## config.mk

```make
export PLATFORM = sky130hd
export DESIGN_NAME = apple1_ram_arbiter
export DESIGN_NICKNAME = d
export VERILOG_FILES = /design/src/rtl/apple1_ram_pkg.sv /design/src/rtl/apple1_ld_fifo.sv /design/src/rtl/apple1_ram_arbiter.sv
export SDC_FILE = /design/constraint.sdc
export NUM_CORES = 1
export LEC_CHECK = 0
export CAP_MARGIN = 20
export CORE_AREA = 2 2 145 147
export DETAILED_ROUTE_END_ITERATION = 16
export DIE_AREA = 0 0 147 149
export PLACE_DENSITY_LB_ADDON = 0.3
export SLEW_MARGIN = 20
export SYNTH_ARGS = -nofsm -noshare
export SYNTH_HDL_FRONTEND = slang
export SYNTH_SLANG_ARGS = --single-unit
```

## constraint.sdc

```tcl
create_clock -name clk7 -period 2.1 [get_ports clk7]
set_input_delay 0.42 -clock clk7 [delete_from_list [all_inputs] [get_ports clk7]]
set_output_delay 0.42 -clock clk7 [all_outputs]
set_load 0.01 [all_outputs]
```

## src/rtl/apple1_ram_pkg.sv

```systemverilog
// apple1_ram_pkg
// Shared definitions for the Apple-1 RAM arbiter: the arbiter FSM state
// encoding, default address width and loader FIFO depth, and the loader
// write entry layout (address + data).
package apple1_ram_pkg;

    localparam int RAM_ADDR_W    = 16;
    localparam int LD_FIFO_DEPTH = 4;

    typedef enum logic [1:0] {
        ST_IDLE       = 2'd0,
        ST_CPU_SETUP  = 2'd1,
        ST_CPU_COMMIT = 2'd2,
        ST_LOAD_WR    = 2'd3
    } arb_state_t;

    typedef struct packed {
        logic [RAM_ADDR_W-1:0] addr;
        logic [7:0]            data;
    } ld_entry_t;

endpackage

```

## src/rtl/apple1_ld_fifo.sv

```systemverilog
// apple1_ld_fifo
// Synchronous FIFO that buffers loader RAM writes so host bursts never wait
// on the CPU. Single clock (clk7), asynchronous active-low reset (reset_n).
// Reset discards contents by clearing the pointers and the fill count.
//
// Ports:
//   clk7, reset_n   clock and asynchronous active-low reset
//   push, wdata     write one entry (ignored when full)
//   pop             drop the head entry (ignored when empty)
//   rdata           current head entry
//   full, empty     fill status, decoded from the registered count
//   count           number of stored entries
module apple1_ld_fifo
    import apple1_ram_pkg::*;
#(
    parameter int DEPTH = LD_FIFO_DEPTH,
    parameter int WIDTH = RAM_ADDR_W + 8
) (
    input  logic                   clk7,
    input  logic                   reset_n,
    input  logic                   push,
    input  logic [WIDTH-1:0]       wdata,
    input  logic                   pop,
    output logic [WIDTH-1:0]       rdata,
    output logic                   full,
    output logic                   empty,
    output logic [$clog2(DEPTH):0] count
);

    localparam int PTR_W = $clog2(DEPTH);

    logic [WIDTH-1:0] mem [DEPTH];
    logic [PTR_W-1:0] wr_ptr;
    logic [PTR_W-1:0] rd_ptr;
    logic [PTR_W:0]   count_q;
    logic             do_push;
    logic             do_pop;

    assign do_push = push & ~full;
    assign do_pop  = pop & ~empty;

    always_ff @(posedge clk7 or negedge reset_n) begin
        if (!reset_n) begin
            wr_ptr  <= '0;
            rd_ptr  <= '0;
            count_q <= '0;
        end else begin
            if (do_push) wr_ptr <= wr_ptr + 1'b1;
            if (do_pop)  rd_ptr <= rd_ptr + 1'b1;
            case ({do_push, do_pop})
                2'b10:   count_q <= count_q + 1'b1;
                2'b01:   count_q <= count_q - 1'b1;
                default: count_q <= count_q;
            endcase
        end
    end

    // Storage needs no reset; the pointers define what is valid.
    always_ff @(posedge clk7) begin
        if (do_push) mem[wr_ptr] <= wdata;
    end

    assign rdata = mem[rd_ptr];
    assign full  = (count_q == (PTR_W+1)'(DEPTH));
    assign empty = (count_q == '0);
    assign count = count_q;

endmodule

```

## src/rtl/apple1_ram_arbiter.sv

```systemverilog
// apple1_ram_arbiter
// Shares the synchronous system RAM between the 6502 core and a buffered
// loader write port, and produces the CPU clock enable. A CPU bus cycle takes
// CPU_SETUP (address/read strobe) then CPU_COMMIT (clken, write strobe, read
// capture). Loader writes drain from a FIFO one per LOAD_WR slot.
//
// Build option: define RAM_ARB_CPU_PRIORITY_EN to make the CPU always win
// arbitration; otherwise owners alternate round-robin on contention.
//
// Ports:
//   clk7, reset_n                      clock, asynchronous active-low reset
//   cpu_tick                           request one CPU bus cycle
//   cpu_addr/cpu_dout/cpu_ram_rd/_wr   core RAM interface
//   cpu_ram_dout                       registered read data to the core
//   cpu_clken                          one pulse per granted CPU cycle
//   cpu_overrun                        sticky: tick arrived while one pending
//   ld_valid/ld_ready/ld_addr/ld_data  loader write handshake
//   ld_busy                            loader writes queued or in progress
//   mem_addr/mem_din/mem_rd/mem_we     RAM command
//   mem_dout                           RAM read data, one clock after mem_rd
//
// state          | meaning
// ST_IDLE        | no RAM access; arbitrate CPU vs loader
// ST_CPU_SETUP   | CPU address on RAM, read strobe if reading
// ST_CPU_COMMIT  | cpu_clken, write strobe or read-data capture
// ST_LOAD_WR     | write FIFO head to RAM, pop FIFO
module apple1_ram_arbiter
    import apple1_ram_pkg::*;
#(
    parameter int FIFO_DEPTH = LD_FIFO_DEPTH,
    parameter int ADDR_W     = RAM_ADDR_W
) (
    input  logic              clk7,
    input  logic              reset_n,
    input  logic              cpu_tick,
    input  logic [ADDR_W-1:0] cpu_addr,
    input  logic [7:0]        cpu_dout,
    input  logic              cpu_ram_rd,
    input  logic              cpu_ram_wr,
    output logic [7:0]        cpu_ram_dout,
    output logic              cpu_clken,
    input  logic              ld_valid,
    output logic              ld_ready,
    input  logic [ADDR_W-1:0] ld_addr,
    input  logic [7:0]        ld_data,
    output logic              ld_busy,
    output logic              cpu_overrun,
    output logic [ADDR_W-1:0] mem_addr,
    output logic [7:0]        mem_din,
    output logic              mem_rd,
    output logic              mem_we,
    input  logic [7:0]        mem_dout
);

    localparam int ENTRY_W = ADDR_W + 8;

    arb_state_t state;
    arb_state_t state_nxt;

    logic                        cpu_pend;
    logic                        overrun_q;
    logic                        rd_issued;
    logic                        ready_q;
    logic [7:0]                  dout_q;

    logic                        push;
    logic                        pop;
    logic                        fifo_full;
    logic                        fifo_empty;
    logic [$clog2(FIFO_DEPTH):0] fifo_count;
    logic [ENTRY_W-1:0]          fifo_head;

    logic                        cpu_req;
    logic                        ld_req;
    logic                        cpu_win;

    // ready_q holds ld_ready low while reset is asserted even though the
    // FIFO reads empty.
    assign ld_ready = ready_q & ~fifo_full;
    assign push     = ld_valid & ld_ready;

    // Requests include same-cycle arrivals so an idle arbiter reacts at once:
    // a tick reaches CPU_SETUP next clock, a push into an empty FIFO is
    // written next clock.
    assign cpu_req = cpu_pend | cpu_tick;
    assign ld_req  = ~fifo_empty | push;

`ifdef RAM_ARB_CPU_PRIORITY_EN
    assign cpu_win = cpu_req;
`else
    logic last_grant_ld;

    assign cpu_win = cpu_req & (last_grant_ld | ~ld_req);

    always_ff @(posedge clk7 or negedge reset_n) begin
        if (!reset_n) begin
            last_grant_ld <= 1'b1;
        end else if (state == ST_IDLE) begin
            if (state_nxt == ST_CPU_SETUP)    last_grant_ld <= 1'b0;
            else if (state_nxt == ST_LOAD_WR) last_grant_ld <= 1'b1;
        end
    end
`endif

    apple1_ld_fifo #(
        .DEPTH (FIFO_DEPTH),
        .WIDTH (ENTRY_W)
    ) u_ld_fifo (
        .clk7    (clk7),
        .reset_n (reset_n),
        .push    (push),
        .wdata   ({ld_addr, ld_data}),
        .pop     (pop),
        .rdata   (fifo_head),
        .full    (fifo_full),
        .empty   (fifo_empty),
        .count   (fifo_count)
    );

    always_ff @(posedge clk7 or negedge reset_n) begin
        if (!reset_n) state <= ST_IDLE;
        else          state <= state_nxt;
    end

    always_comb begin
        state_nxt = state;
        mem_addr  = '0;
        mem_din   = '0;
        mem_rd    = 1'b0;
        mem_we    = 1'b0;
        cpu_clken = 1'b0;
        pop       = 1'b0;
        case (state)
            ST_IDLE: begin
                if (cpu_win)     state_nxt = ST_CPU_SETUP;
                else if (ld_req) state_nxt = ST_LOAD_WR;
            end
            ST_CPU_SETUP: begin
                mem_addr  = cpu_addr;
                mem_rd    = cpu_ram_rd & ~cpu_ram_wr;
                state_nxt = ST_CPU_COMMIT;
            end
            ST_CPU_COMMIT: begin
                cpu_clken = 1'b1;
                if (cpu_ram_wr) begin
                    mem_we   = 1'b1;
                    mem_din  = cpu_dout;
                    mem_addr = cpu_addr;
                end
                state_nxt = ST_IDLE;
            end
            ST_LOAD_WR: begin
                mem_we    = 1'b1;
                mem_addr  = fifo_head[ENTRY_W-1:8];
                mem_din   = fifo_head[7:0];
                pop       = 1'b1;
                state_nxt = ST_IDLE;
            end
            default: state_nxt = ST_IDLE;
        endcase
    end

    always_ff @(posedge clk7 or negedge reset_n) begin
        if (!reset_n) begin
            cpu_pend  <= 1'b0;
            overrun_q <= 1'b0;
            rd_issued <= 1'b0;
            ready_q   <= 1'b0;
            dout_q    <= 8'h00;
        end else begin
            ready_q <= 1'b1;
            // SETUP always moves to COMMIT, so clearing here is clearing on
            // entry to COMMIT; a tick landing in SETUP merges into this cycle.
            if (state == ST_CPU_SETUP) cpu_pend <= 1'b0;
            else if (cpu_tick)         cpu_pend <= 1'b1;
            if (cpu_tick && cpu_pend)  overrun_q <= 1'b1;
            rd_issued <= (state == ST_CPU_SETUP) && mem_rd;
            if (state == ST_CPU_COMMIT && rd_issued) dout_q <= mem_dout;
        end
    end

    assign cpu_ram_dout = dout_q;
    assign cpu_overrun  = overrun_q;
    assign ld_busy      = (fifo_count != '0) || (state == ST_LOAD_WR);

endmodule

```

==> results of run 1 <==
-- power by group --
| group | leakage [nW] | switching (mW) | internal, mW |
|---|---|---|---|
| Clock | 0.306 | 1.01 | 2.09 |
| Combinational | 1.56 | 1.73 | 2.20 |
| Sequential | 1.12 | 0.221 | 2.96 |
| Total | 2.99 | 2.96 | 7.25 |
-- through the flow --
step / setup WS [ps] / std cells / power (mW)
6_report: -152 / 736 / 10.2
4_1_cts: -196 / 735 / 10.2
2_1_floorplan: 235 / 293 / 4.90
3_5_place_dp: -424 / 684 / 6.49
5_1_grt: -214 / 736 / 10.8
3_3_place_gp: -394 / 684 / 6.42
-- flip-flops by register name, summed over array words and instances (netlist names) --
register and cells:
u_ld_fifo.mem 96, cpu_ram_dout 8, u_ld_fifo.count 3, state 2, u_ld_fifo.rd_ptr 2, u_ld_fifo.wr_ptr 2
cpu_overrun 1, cpu_pend 1, last_grant_ld 1, rd_issued 1, ready_q 1
-- worst max-delay path: cells and delay by family (launching register included) --
kind            cells  cell delay, ps
flops               1             510
buf+inv             3             420
compound gates      2             370
mux                 1             120
-- path summary, 6_finish.rpt --
check | start | to | slack [ps] | depth (start not counted)
hold / removal | reset_n | cpu_overrun | 360 | 2
max in group asynchronous | reset_n | last_grant_ld | 1450 | 2
min in group clk7 | cpu_overrun | cpu_overrun | 460 | 1
setup reg to reg | state[1] | u_ld_fifo.count[2] | 150 | 10
setup / recovery | u_ld_fifo.rd_ptr[1] | mem_addr[12] | -150 | 6
hold reg to reg | cpu_overrun | cpu_overrun | 460 | 1
-- kinds of logic (layout without fill, tap and decap cells) --
group                      after synthesis  in the layout  share of synthesized area
adders and majority gates                6              6                     0.0171
muxes                                   58             58                      0.123
other                                    1              1                   0.000778
DFF                                    118            118                      0.712
buffers and inverters                   21            189                     0.0260
and+or+nand+nor                         26             26                     0.0270
xor gates and xnor gates                 6              6                     0.0109
AOI/OAI and AO/OA                       57             57                     0.0831
-- repair_timing --
| action | CTS | global route |
|---|---|---|
| hold buffers | 0 | 0 |
| endpoints found under the setup margin | 29 | 26 |
| cloned | 4 | 0 |
| endpoints found under the hold margin | 0 | 0 |
| setup buffers | 16 | 2 |
| gates resized for setup | 138 | 23 |
| pin swaps | 20 | 10 |
-- Yosys cell counts (2+ instances only) --
library cell / number
nor2_1: 10
xnor2_1: 2
nor3_1: 2
buf_4: 2
buf_6: 4
xor2_1: 4
a21oi_1: 4
dfrtp_1: 21
ha_1: 5
a21o_1: 24
buf_2: 7
o22ai_1: 23
mux2_2: 9
and2_1: 4
nand2_1: 5
edfxtp_1: 96
mux2i_1: 49
inv_1: 7
-- cell type report --
cell class / instances / area (um2) / area share
Tap cell: 275 / 344 / 0.0459
Inverter: 7 / 26.3 / 0.00350
Sequential cell: 118 / 3440 / 0.459
Timing Repair Buffer: 150 / 1590 / 0.212
Clock buffer: 17 / 425 / 0.0567
Multi-Input combinational cell: 154 / 1470 / 0.196
Clock inverter: 15 / 209 / 0.0279
-- routing by layer --
metal | track usage | wire length (um)
met1 | 0.130 | 5060
met2 | 0.201 | 6150
met3 | 0.0315 | 478
met4 | 0.0490 | 223
met5 | 0 | 0
==> results_dict.tcl, run 1 <==
set metrics [dict create \
    status "complete, but fails checks" \
    ant_nets 0 \
    hold_viol 0 \
    fin_crit_ps 2250 \
    grt_max_degree 26 \
    ios 100 \
    async_flop_share 0.186 \
    fin_skew_ps 9.53 \
    track_usage 0.114 \
    fin_worst_hold_slack_ps 364 \
    ys.flop_type "edfxtp_1" \
    ys_seq_elements 118 \
    crit_type "register to output port" \
    numPortBuffers 99 \
    syn_avg_cell_area_um2 16.5 \
    fmax_mhz 444 \
    synthTopCellsByArea "edfxtp_1 (60%), dfrtp_1 (11%), mux2i_1 (10%)" \
    synth_top_area_share 0.598 \
    nNetsFinal 516 \
    setup_viol 24 \
    h-tree-depth 4 \
    placed_area_um2 6460 \
    finish.utilization 0.365 \
    min_period_over_period 1.07 \
    yosysWarnings 0 \
    synth.net_count 361 \
    grt_first_pass_wirelength_mm 18.3 \
    root_buffer "clkbuf_16" \
    grt_overflow 0 \
    critPathCaptureType "output port" \
    yosysSeqAreaShare 0.712 \
    clk_pin_slew_ps 50 \
    hold_class "input pin to asynchronous set/reset pin" \
    vias 3046 \
    syn_inst 293 \
    dieArea_um2 21900 \
    ir_drop_v 0.000717 \
    syn-cell-area_um2 4820 \
    cp-start-kind "register" \
    cts_sinks 118 \
    fin_tns_setup_ps -2190 \
    numCtsBuffers 17 \
    syn2layout_area_growth_pct 55.6 \
    path_max_fanout 7 \
    wl_per_cell_um 16.2 \
    die_x_um 147 \
    final_cell_mix "edfxtp_1 (96), clkdlybuf4s50_1 (70), mux2i_1 (37), a21o_1 (24), buf_4 (22)" \
    insertion_delay_ps 420 \
    slew_violations 0 \
    die_h_um 149 \
    drc 0 \
    p_leak_nw 2.99 \
    cts_max_path_buffers 2 \
    yosys.area.top_type "edfxtp_1" \
    initial_core_util 0.235 \
    cts_tree "done" \
    path_cells "buf_6 > buf_16 > mux2i_1 > o22ai_1 > a21o_1 > buf_2" \
    crit_arrival_ps 1830 \
    power_density_nw_per_um2 1360 \
    fill_cells 1949 \
    max_stage_delay_ps 510 \
    coreArea_um2 20600 \
    drive_gt1_frac 0.323 \
    gp_congestion 0.671 \
    n_antenna_cell 0 \
    firstDrtPassIters 4 \
    rsz0062_at_grt "yes" \
    wirelength_mm 11.9 \
    place_hpwl_mm 7.48 \
    layout_commonest_cell "edfxtp_1" \
    violations "setup timing" \
    grt_antenna_before_repair 0 \
    final_cell_area_um2 7500 \
    maxCapViolations 0 \
    setup_slack_ps -152 \
    synthDistinctLibCells 33 \
    rows 53 \
    grt_pass1_vias 3258 \
    cp_data_required_time_ps 1680 \
    avgViaCountPerCell 4.14 \
    synth_edf_count 96 \
    drtIter0Drc 122 \
    slowest_stage "dfrtp_4" \
]
Note: power is estimated with default switching activity, not from simulation.
==> inputs of run 2 (changes only) <==
CORE_AREA = 2 2 107 109   (was 2 2 145 147)
DIE_AREA = 0 0 109 111   (was 0 0 147 149)
==> run 2 against run 1 <==
Net effect: the run still ends with setup timing left; routed wire length decreased by 4.3%; worst setup slack got worse by 27 ps; register-to-register slack improved by 20 ps; sequential cell count unchanged; power decreased by 0.62%; clock power decreased by 8.7%; utilization increased by 30 points; first-iteration DRC count increased by 17%; global-route usage increased by 8.1 points; hold slack got worse by 8.7 ps; die area decreased by 45%; combinational power increased by 5%; largest cell class unchanged.
==> results_dict.tcl, run 2 (synthesized netlist as in run 1, its figures left out) <==
set metrics [dict create \
    fill_cells 758 \
    final_cell_mix "edfxtp_1 (96), clkdlybuf4s50_1 (69), mux2i_1 (31), a21o_1 (24), buf_2 (22)" \
    min_period_over_period 1.09 \
    power_density_nw_per_um2 1370 \
    critPathCaptureType "output port" \
    gp_congestion 0.730 \
    grt_first_pass_wirelength_mm 16.9 \
    top_register "u_ld_fifo.mem" \
    firstDrtPassIters 4 \
    path_max_fanout 7 \
    syn2layout_area_growth_pct 53.2 \
    die_h_um 111 \
    track_usage 0.195 \
    maxCapViolations 0 \
    multi_input_comb_area_um2 1590 \
    cts_sinks 118 \
    root_buffer "clkbuf_16" \
    layout_commonest_cell "edfxtp_1" \
    final_cells 607 \
    setup_slack_ps -179 \
    cts_tree "done" \
    nNetsFinal 519 \
    wirelength_mm 11.4 \
    ant_nets 0 \
    power_mw 10.1 \
    cp_data_required_time_ps 1680 \
    ir_drop_v 0.000605 \
    violations "setup timing" \
    clk_pin_slew_ps 60 \
    busiest_layer "met2" \
    hold_class "input pin to asynchronous set/reset pin" \
    grtUsageMet3 0.0476 \
    grt_overflow 0 \
    wl_per_cell_um 18.8 \
    h-tree-depth 4 \
    numPortBuffers 99 \
    grtUsageMet1 0.218 \
    fin_skew_ps 8.45 \
    dp_slack_ps -376 \
    drc 0 \
    drtIter0Drc 143 \
    fmax_mhz 439 \
    grt_pass1_vias 3373 \
    rsz0062_at_grt "yes" \
    avgViaCountPerCell 5.14 \
    max_stage_delay_ps 450 \
    hold_viol 0 \
    dp_cells 544 \
    ios 100 \
    hold_buffers 0 \
    insertion_delay_ps 410 \
    fin_worst_hold_slack_ps 356 \
    dieArea_um2 12100 \
    rows 39 \
    place_hpwl_mm 6.33 \
    crit_arrival_ps 1860 \
    grt_max_degree 23 \
    slew_violations 0 \
    use_met2 0.343 \
    numCtsBuffers 17 \
    largest_reg_flops 96 \
    final_cell_area_um2 7380 \
    path_cells "buf_6 > buf_12 > buf_8 > mux2i_1 > o22ai_1 > a21o_1 > buf_2" \
    n_antenna_cell 0 \
    fin_crit_ps 2280 \
    status "complete, but fails checks" \
    vias 3117 \
    seq_area_um2 3440 \
    drive_gt1_frac 0.360 \
    p_leak_nw 2.98 \
    grt_antenna_before_repair 0 \
    cts_max_path_buffers 2 \
    crit_type "register to output port" \
    slowest_stage "dfrtp_2" \
    die_x_um 109 \
    setup_viol 24 \
    placed_area_um2 6180 \
    coreArea_um2 11100 \
    cp-start-kind "register" \
    initial_core_util 0.435 \
]
## run 2: per-stage QoR
step | util | TNS [ps]
floorplan | - | 0
global placement | 0.558 | -8150
detailed placement | 0.558 | -8150
CTS | 0.639 | -2780
global route | 0.667 | -4110
finish | 0.667 | -2580
## run 2: per-layer routing
| metal | vias up | routed length, um |
|---|---|---|
| met2 | 72 | 6310 |
| met4 | 0 | 174 |
| met5 | - | 0 |
| met1 | 1571 | 4480 |
| li1 | 1460 | - |
| met3 | 14 | 450 |
## run 2: worst max-delay path, delay by kind of cell (launching register included)
family          cells  cell delay, ps
buf+inv             4             520
flops               1             450
compound gates      2             270
mux                 1             190
## run 2: final cells by class
class / count / area share
Inverter: 7 / 0.00407
Timing Repair Buffer: 152 / 0.211
Multi-Input combinational cell: 155 / 0.216
Sequential cell: 118 / 0.465
Tap cell: 143 / 0.0242
Clock buffer: 17 / 0.0576
Clock inverter: 15 / 0.0217
## run 2: worst paths after layout
check / cells past startpoint / start / slack (ps) / end
setup / recovery: 7 / u_ld_fifo.rd_ptr[1] / -180 / mem_addr[3]
hold / removal: 2 / reset_n / 360 / cpu_pend
setup reg to reg: 9 / state[0] / 170 / u_ld_fifo.count[2]
hold reg to reg: 1 / cpu_overrun / 460 / cpu_overrun
max in group asynchronous: 2 / reset_n / 1470 / last_grant_ld
min in group clk7: 2 / cpu_ram_wr / 390 / rd_issued
## run 2: repair_timing
action,4_1_cts,5_1_grt
pin swaps,25,13
resized for setup,138,56
setup buffers,22,5
gates cloned,5,1
setup endpoints to repair,29,26
## run 2: power by group
part | leakage, nW | switching (mW) | internal [mW]
Clock | 0.284 | 1.15 | 1.68
Sequential | 1.12 | 0.234 | 2.96
Combinational | 1.57 | 1.83 | 2.30
